$ cat src/rtl/stopwatch_pkg.sv
// Shared constants and types for the stopwatch front end.
package stopwatch_pkg;

    // 20 ms at 50 MHz
    localparam int unsigned DEBOUNCE_CYCLES_DEFAULT = 1_000_000;

    localparam logic [1:0] VIEW_LIVE = 2'd0;
    localparam logic [1:0] VIEW_LAP1 = 2'd1;
    localparam logic [1:0] VIEW_LAP2 = 2'd2;
    localparam logic [1:0] VIEW_LAP3 = 2'd3;

    typedef enum logic {
        LAP_IDLE  = 1'b0,
        LAP_ARMED = 1'b1
    } lap_state_t;

endpackage

$ cat src/rtl/debounce.sv
// Synchronises one raw push-button, debounces it and emits a one-cycle
// pulse on each accepted rising edge.
module debounce
    import stopwatch_pkg::*;
#(
    parameter int unsigned DEBOUNCE_CYCLES = DEBOUNCE_CYCLES_DEFAULT,
    parameter int unsigned CNT_W           = 20
) (
    input  logic clk_50M,
    input  logic reset_n,
    input  logic btn,
    output logic press
);

    localparam logic [CNT_W-1:0] CNT_LAST = CNT_W'(DEBOUNCE_CYCLES - 1);

    logic             s1;
    logic             s2;
    logic             stable;
    logic             stable_d;
    logic [CNT_W-1:0] cnt;

    // Two-flop synchroniser for the asynchronous button input.
    always_ff @(posedge clk_50M or negedge reset_n) begin
        if (!reset_n) begin
            s1 <= 1'b0;
            s2 <= 1'b0;
        end else begin
            s1 <= btn;
            s2 <= s1;
        end
    end

    // Accept a new level only after it has differed for DEBOUNCE_CYCLES cycles in a row.
    always_ff @(posedge clk_50M or negedge reset_n) begin
        if (!reset_n) begin
            stable <= 1'b0;
            cnt    <= '0;
        end else if (s2 == stable) begin
            cnt <= '0;
        end else if (cnt == CNT_LAST) begin
            stable <= s2;
            cnt    <= '0;
        end else begin
            cnt <= cnt + CNT_W'(1);
        end
    end

    // Delayed copy of the accepted level for rising-edge detection.
    always_ff @(posedge clk_50M or negedge reset_n) begin
        if (!reset_n) begin
            stable_d <= 1'b0;
        end else begin
            stable_d <= stable;
        end
    end

    // Presses only; releases produce nothing.
    assign press = stable & ~stable_d;

endmodule

$ cat src/rtl/button_conditioner.sv
// Stopwatch button front end: run/pause toggle, lap-capture handshake
// with the 100 Hz tick, and one-hot lap-view select.
module button_conditioner
    import stopwatch_pkg::*;
#(
    parameter int unsigned DEBOUNCE_CYCLES = DEBOUNCE_CYCLES_DEFAULT,
    parameter int unsigned CNT_W           = 20
) (
    input  logic clk_50M,
    input  logic reset_n,
    input  logic btn_pause,
    input  logic btn_lap,
    input  logic btn_view,
    input  logic tick_100,
    output logic pause,
    output logic lap,
    output logic lap1,
    output logic lap2,
    output logic lap3
);

    logic       press_pause;
    logic       press_lap;
    logic       press_view;
    lap_state_t lap_state;
    logic [1:0] view;
    logic [1:0] view_next;

    debounce #(
        .DEBOUNCE_CYCLES(DEBOUNCE_CYCLES),
        .CNT_W          (CNT_W)
    ) u_pause (
        .clk_50M(clk_50M),
        .reset_n(reset_n),
        .btn    (btn_pause),
        .press  (press_pause)
    );

    debounce #(
        .DEBOUNCE_CYCLES(DEBOUNCE_CYCLES),
        .CNT_W          (CNT_W)
    ) u_lap (
        .clk_50M(clk_50M),
        .reset_n(reset_n),
        .btn    (btn_lap),
        .press  (press_lap)
    );

    debounce #(
        .DEBOUNCE_CYCLES(DEBOUNCE_CYCLES),
        .CNT_W          (CNT_W)
    ) u_view (
        .clk_50M(clk_50M),
        .reset_n(reset_n),
        .btn    (btn_view),
        .press  (press_view)
    );

    // Run/pause toggle.
    always_ff @(posedge clk_50M or negedge reset_n) begin
        if (!reset_n) begin
            pause <= 1'b0;
        end else if (press_pause) begin
            pause <= ~pause;
        end
    end

    // Lap request held until the next count tick; extra presses while armed are dropped.
    always_ff @(posedge clk_50M or negedge reset_n) begin
        if (!reset_n) begin
            lap_state <= LAP_IDLE;
            lap       <= 1'b0;
        end else begin
            unique case (lap_state)
                LAP_IDLE: begin
                    // A tick in the same cycle as the press is not consumed.
                    if (press_lap) begin
                        lap_state <= LAP_ARMED;
                        lap       <= 1'b1;
                    end
                end
                LAP_ARMED: begin
                    if (tick_100) begin
                        lap_state <= LAP_IDLE;
                        lap       <= 1'b0;
                    end
                end
            endcase
        end
    end

    // Next view index, wrapping from lap 3 back to live.
    always_comb begin
        view_next = view;
        if (press_view) begin
            view_next = view + 2'd1;
        end
    end

    // View register plus registered one-hot decode so outputs stay flop-driven.
    always_ff @(posedge clk_50M or negedge reset_n) begin
        if (!reset_n) begin
            view <= VIEW_LIVE;
            lap1 <= 1'b0;
            lap2 <= 1'b0;
            lap3 <= 1'b0;
        end else begin
            view <= view_next;
            lap1 <= (view_next == VIEW_LAP1);
            lap2 <= (view_next == VIEW_LAP2);
            lap3 <= (view_next == VIEW_LAP3);
        end
    end

endmodule

$ cat config.mk
export PLATFORM = sky130hd
export DESIGN_NAME = button_conditioner
export DESIGN_NICKNAME = d
export VERILOG_FILES = /design/src/rtl/stopwatch_pkg.sv /design/src/rtl/debounce.sv /design/src/rtl/button_conditioner.sv
export SDC_FILE = /design/constraint.sdc
export NUM_CORES = 1
export LEC_CHECK = 0
export ABC_CLOCK_PERIOD_IN_PS = 1890
export BUFFER_PORTS_ARGS = -buffer_cell sky130_fd_sc_hd__buf_2
export CAP_MARGIN = 0
export CORE_UTILIZATION = 40
export DETAILED_ROUTE_END_ITERATION = 10
export SLEW_MARGIN = 5
export SYNTH_ARGS = -nofsm -noshare
export SYNTH_HDL_FRONTEND = slang
export SYNTH_SLANG_ARGS = --single-unit
$ cat constraint.sdc
create_clock -name clk_50M -period 1.89 [get_ports clk_50M]
set_clock_uncertainty 0.2 [all_clocks]
set_input_delay 0.2835 -clock clk_50M [delete_from_list [all_inputs] [get_ports clk_50M]]
set_output_delay 0.2835 -clock clk_50M [all_outputs]
set_load 0.01 [all_outputs]
### Word level (Yosys, flattened, before mapping)

Index checks and enable logic that the tools add are counted.

| storage, ports and cells | value |
|---|---|
| bits of input ports | 6 |
| output and inout port bits | 5 |
| flip-flop bits (word level) | 80 |
| logic and storage cells | 65 |

| cells by class | value |
|---|---|
| add/subtract/negate cells | 4 |
| eq/ne operators | 11 |
| reduce and logical (&&, ||, !) cells | 4 |
| muxes and demuxes | 13 |
| bitwise gates (word level) | 11 |

Operators by type and width:

| kind | count |
|---|---|
| 20-bit 2-to-1 mux | 6 |
| 20-bit by 1-bit adder with 20-bit output (second input constant) | 3 |
| 20-bit equality test (second input constant) | 3 |
| 1-bit NOT | 8 |
| 2-bit AND reduction | 4 |
| 2-bit equality test (second input constant) | 2 |
| 1-bit 2-to-1 mux | 4 |
| 2-bit inequality test (second input constant) | 2 |
| 1-bit case mux with 2 select lines | 2 |
| 1-bit AND | 3 |
| 1-bit equality test | 3 |
| 2-bit by 1-bit adder with 2-bit output (second input constant) | 1 |
| 2-bit by 1-bit equality test with 1-bit output (second input constant) | 1 |
| 2-bit 2-to-1 mux | 1 |

### Logic depth before layout (Yosys ltp)

| depth | value |
|---|---|
| depth after elaboration | 4 |
| gate-level depth with buffers | 6 |
| depth with buffers taken out | 5 |

### Modules after synthesis

A second synthesis with hierarchy kept.

| unflattened totals | value |
|---|---|
| cell total of the unflattened synthesis | 351 |
| area, all modules | 3,717.3 µm² |

Modules (own cells, without submodules):

| module | area each (µm²) | seq. area each (µm²) | instances | cells an instance |
|---|---|---|---|---|
| debounce | 1,146.1 | 600.6 | 3 | 110 |
| button_conditioner | 279.0 | 200.2 | 1 | 21 |

### Least setup slack after synthesis

No wires, ideal clock.

| timing path | value |
|---|---|
| path kind | register -> register |
| start point | register u_lap.cnt[0] |
| end point | register u_lap.cnt[18] |
| setup time | 0.119 ns |
| cell stages (with the launch flop) | 7 |
| clock period less this slack | 2.050 ns |
| buffers on the path | 1 |
| data arrival time | 1.730 ns |
| data required time | 1.571 ns |
| path slack | -0.160 ns |
| cell sequence | dfrtp_1 ha_1 nand2_1 or2_2 o31ai_1 clkbuf_1 o21ba_2 |

| between the ends | value |
|---|---|
| cells in the longest elaborated chain, start to end | 3 |
| elaborated cells between the ends (all ways) | 4 |
| classes of those cells | add/sub: 1; eq/ne: 1; mux: 2 |

RTL lines:

| item | line | source |
|---|---|---|
| from (decl) | debounce.sv:21 | `logic [CNT_W-1:0] cnt;` |
| from (signal assigned) | debounce.sv:45 | `cnt <= cnt + CNT_W'(1);` |
| 20-bit by 1-bit adder with 20-bit output / 20-bit equality test (equally long branches) | debounce.sv:45, debounce.sv:41 |  |
| 20-bit 2-to-1 mux * | debounce.sv:41 | `end else if (cnt == CNT_LAST) begin` |
| 20-bit 2-to-1 mux * | debounce.sv:39 | `end else if (s2 == stable) begin` |

Mark *: on every way between the ends. The rest lies on a longest branch, timed or not.
A chain may end at the register's enable or synchronous reset.

### Worst setup path in the final report

| timing path | value |
|---|---|
| start point | register u_view.cnt[0] |
| end point | register u_view.cnt[18] |

| between the ends | value |
|---|---|
| cells in the longest elaborated chain, start to end | 3 |
| elaborated cells between the ends (all ways) | 4 |
| classes of those cells | add/sub: 1; eq/ne: 1; mux: 2 |

RTL lines:

| item | line |
|---|---|
| from (decl) | debounce.sv:21 |
| from (signal assigned) | debounce.sv:45 |
| 20-bit by 1-bit adder with 20-bit output / 20-bit equality test (equally long branches) | debounce.sv:45, debounce.sv:41 |
| 20-bit 2-to-1 mux * | debounce.sv:41 |
| 20-bit 2-to-1 mux * | debounce.sv:39 |

Marks and branches as above.

==> flow_metrics.env <==
export IMPL_met1_length_um=3550
export IMPL_hold_path_startpoint="u_lap.s1$_DFF_PN0_"
export IMPL_critical_path_class="register to register"
export IMPL_die_x_um=97.9
export IMPL_syn_area_per_cell_um2=10.1
export IMPL_synth_area_leaders="dfrtp_1 (54%), xnor2_1 (6.7%), nor2_1 (5.0%), xor2_1 (3.3%), a21oi_1 (2.4%)"
export IMPL_io_buffers=10
export IMPL_hold_depth=0
export IMPL_dieArea_mm2=0.00958
export IMPL_die_height_um=97.9
export IMPL_dp_cells=523
export IMPL_detail_route_first_pass_iterations=4
export IMPL_ir_drop_mv=0.312
export IMPL_relSlewSlack_pct=71.8
export IMPL_setup_worst_path_start_class="register"
export IMPL_synth_edf_count=0
export IMPL_violations="setup timing"
export IMPL_place_congestion=0.794
export IMPL_initial_core_util_pct=41.8
export IMPL_drt_wl_total_um=7640
export IMPL_layout_drive_gt1_share_pct=36.0
export IMPL_total_power_mw=3.25
export IMPL_drv_cap=0
export IMPL_required_ns=1.98
export IMPL_p_per_area_mw_per_mm2=654
export IMPL_pwr_share_clk_pct=40.7
export IMPL_hold_class="register to register"
export IMPL_final_common_cell="dfrtp_1"
export IMPL_p_leak_nw=2.10
export IMPL_diodes=0
export IMPL_yosys_area_top_type_share_pct=54.4
export IMPL_swShare_pct=23.8
export IMPL_crit_path_end_kind="register"
export IMPL_cts_buffer_depth=2
export IMPL_wl_per_cell_um=13.4
export IMPL_numCtsBuffers=9
export IMPL_worst_slack_ns=-0.0515
export IMPL_period_share_pct=103
export IMPL_grt_pass1_vias=2791
export IMPL_htree_levels=3
export IMPL_synth_warnings=0
export IMPL_drt_initial_drc_count=92
export IMPL_r2r_start="u_view.cnt[0]$_DFF_PN0_"
export IMPL_grt_pass1_wl_um=12300
export IMPL_worstRegToRegCells=5
export IMPL_power_frac_seq_pct=53.8
export IMPL_cts_root_buf="clkbuf_8"
export IMPL_grt_antenna_before_repair=0
export IMPL_wl_met2_um=3740
export IMPL_r2r_setup_slack_ns=-0.05
export IMPL_highest_layer="met4"
export IMPL_synth_top_flop_cell="dfrtp_1"
export IMPL_setup_viol=5
export IMPL_cts_tree="done"
export IMPL_track_usage_pct=16.0
export IMPL_async_reset_ff_share_pct=100
export IMPL_pin_count=11
export IMPL_synth_seq_cells=80
export IMPL_row_count=34
export IMPL_grt_max_degree=81
export IMPL_max_freq_mhz=515
export IMPL_crit_reg2reg_capture="u_view.cnt[18]$_DFF_PN0_"
export IMPL_power_internal_mw=2.48
export IMPL_fin_area_mm2=0.00497
export IMPL_area_growth_pct=35.2
export IMPL_dp_hpwl_um=4780
export IMPL_grt_ovfl_total=0
export IMPL_cp_max_fo=5
export IMPL_clk_pin_slew_worst_paths_ns=0.09
export IMPL_viasPerCell=5.18
export IMPL_dpl_instance_area_mm2=0.00425
export IMPL_vias=2965
export IMPL_status="finished, violations left"
export IMPL_final_nets=468
export IMPL_worstHoldEndpoint="u_lap.s2$_DFF_PN0_"
export IMPL_syn_nets=372
export IMPL_rsz0062_at_grt="true"
export IMPL_fin_cells=572
export IMPL_clkSinkCount=80
export IMPL_drc_errors=0
export IMPL_combPwrFrac_pct=5.5
export IMPL_insertion_delay_ns=0.35
export IMPL_fill_cells=721
export IMPL_maxSlewViolCount=0
export IMPL_syn_area_mm2=0.00368
export IMPL_hold_viol=0
export IMPL_fp_coreArea_mm2=0.00881
export IMPL_netlist_instances=363
export IMPL_ant_nets=0
export IMPL_synth_largest_area_cell="dfrtp_1"
export IMPL_met3WireLength_um=200
export IMPL_arrival_ns=2.03
export IMPL_layout_common_cells="dfrtp_1 (78), buf_4 (71), nor2_1 (41), xnor2_1 (28), nand2_1 (21)"
export IMPL_power_switching_mw=0.773
export IMPL_synth_cell_types=37
export IMPL_period_minus_slack_ns=1.94
export IMPL_seq_area_frac_synth_pct=54.4
export IMPL_worstMarginPinSlew_ns=0.423
-- timing repair --
| item | 4_1_cts | 5_1_grt |
|---|---|---|
| cloned | 0 | 2 |
| pin swaps | 1 | 22 |
| resized for setup | 9 | 57 |
| setup endpoints to repair | 32 | 62 |
| hold endpoints to repair | 85 | 0 |
| hold buffers | 5 | 0 |
| buffers inserted | 6 | 20 |
-- cell usage after synthesis, types with 2 or more instances --
| cell | count |
|---|---|
| a21oi_1 | 18 |
| and2_1 | 4 |
| and3_1 | 5 |
| and4_1 | 2 |
| buf_2 | 3 |
| clkbuf_1 | 7 |
| dfrtp_1 | 80 |
| ha_1 | 3 |
| inv_1 | 11 |
| mux2_2 | 3 |
| nand2_1 | 23 |
| nand2b_1 | 2 |
| nand3_1 | 16 |
| nand3b_1 | 3 |
| nand4_1 | 13 |
| nand4b_1 | 3 |
| nor2_1 | 49 |
| nor2b_1 | 4 |
| nor3_1 | 11 |
| nor4_1 | 11 |
| nor4b_1 | 2 |
| o21ai_0 | 12 |
| o31ai_1 | 8 |
| or2_2 | 3 |
| or3_1 | 9 |
| or4_1 | 6 |
| or4b_1 | 2 |
| xnor2_1 | 28 |
| xor2_1 | 14 |
-- per-layer routing --
layer | vias to the layer above | GRT usage (%)
li1 | 1460 | -
met1 | 1442 | 20.9
met2 | 49 | 26.3
met3 | 14 | 2.58
met4 | 0 | 6.99
met5 | - | 0
-- layout make-up --
| cell class | count | area, µm² | area share (%) |
|---|---|---|---|
| timing repair buffer | 95 | 749 | 15.1 |
| sequential | 80 | 2000 | 40.3 |
| multi-input combinational | 262 | 1830 | 36.9 |
| clock buffer | 10 | 138 | 2.77 |
| clock inverter | 6 | 72.6 | 1.46 |
| inverter | 11 | 41.3 | 0.830 |
| tap | 108 | 135 | 2.72 |
-- kinds of logic (layout without fill, tap and decap cells) --
logic type | after synthesis | count (layout) | share of synthesized area (%)
buf+inv | 21 | 122 | 2.24
fa+ha+maj | 3 | 3 | 1.02
compound gates | 41 | 41 | 6.39
mux | 4 | 4 | 1.19
simple gates | 172 | 172 | 24.7
xor+xnor | 42 | 42 | 10.0
flops | 80 | 80 | 54.4
-- through the flow --
step / util [%] / TNS [ns] / hold slack [ns] / setup WS (ns)
CTS: 52.2 / 0 / 0.160 / 0.00332
detailed placement: 48.2 / -0.758 / 0.135 / -0.0530
finish: 56.5 / -0.0819 / 0.159 / -0.0515
global placement: 48.2 / -0.0845 / 0.133 / -0.0184
global route: 56.5 / -1.91 / 0.165 / -0.0843
floorplan: - / -0.0333 / -0.212 / -0.0333
-- worst max-delay path by stage --
stage | endpoint | slack [ns] | startpoint
final | u_view.cnt[18]$_DFF_PN0_ | -0.05 | u_view.cnt[0]$_DFF_PN0_
after global routing | u_view.cnt[18]$_DFF_PN0_ | -0.08 | u_view.cnt[0]$_DFF_PN0_
after CTS | u_lap.cnt[18]$_DFF_PN0_ | 0.003 | u_lap.cnt[0]$_DFF_PN0_
after detailed placement | u_pause.cnt[2]$_DFF_PN0_ | -0.05 | u_pause.cnt[18]$_DFF_PN0_
after global placement | u_pause.stable$_DFFE_PN0P_ | -0.02 | u_pause.cnt[17]$_DFF_PN0_
after floorplan | u_lap.cnt[18]$_DFF_PN0_ | -0.03 | u_lap.cnt[0]$_DFF_PN0_
-- power groups by stage --
stage / clock, mW / sequential, mW / combinational [mW]
global placement: 0 / 1.78 / 0.134
global route: 1.43 / 1.75 / 0.205
detailed placement: 0 / 1.78 / 0.136
CTS: 1.35 / 1.75 / 0.149
floorplan: 0 / 1.78 / 0.0485
finish: 1.32 / 1.75 / 0.178
-- worst max-delay path, stage by stage, from the launching register on --
cell and delay [ns]:
dfrtp_1 0.38, ha_2 0.19, and2_4 0.16, nand4_1 0.24, or4_4 0.59, a21oi_2 0.12
-- registers in the layout (all words and copies together) (netlist names), 2 cells and up --
| register | flops |
|---|---|
| u_lap.cnt | 20 |
| u_view.cnt | 20 |
| u_pause.cnt | 20 |
| view | 2 |
No activity file was read; power rests on OpenSTA's default activity.
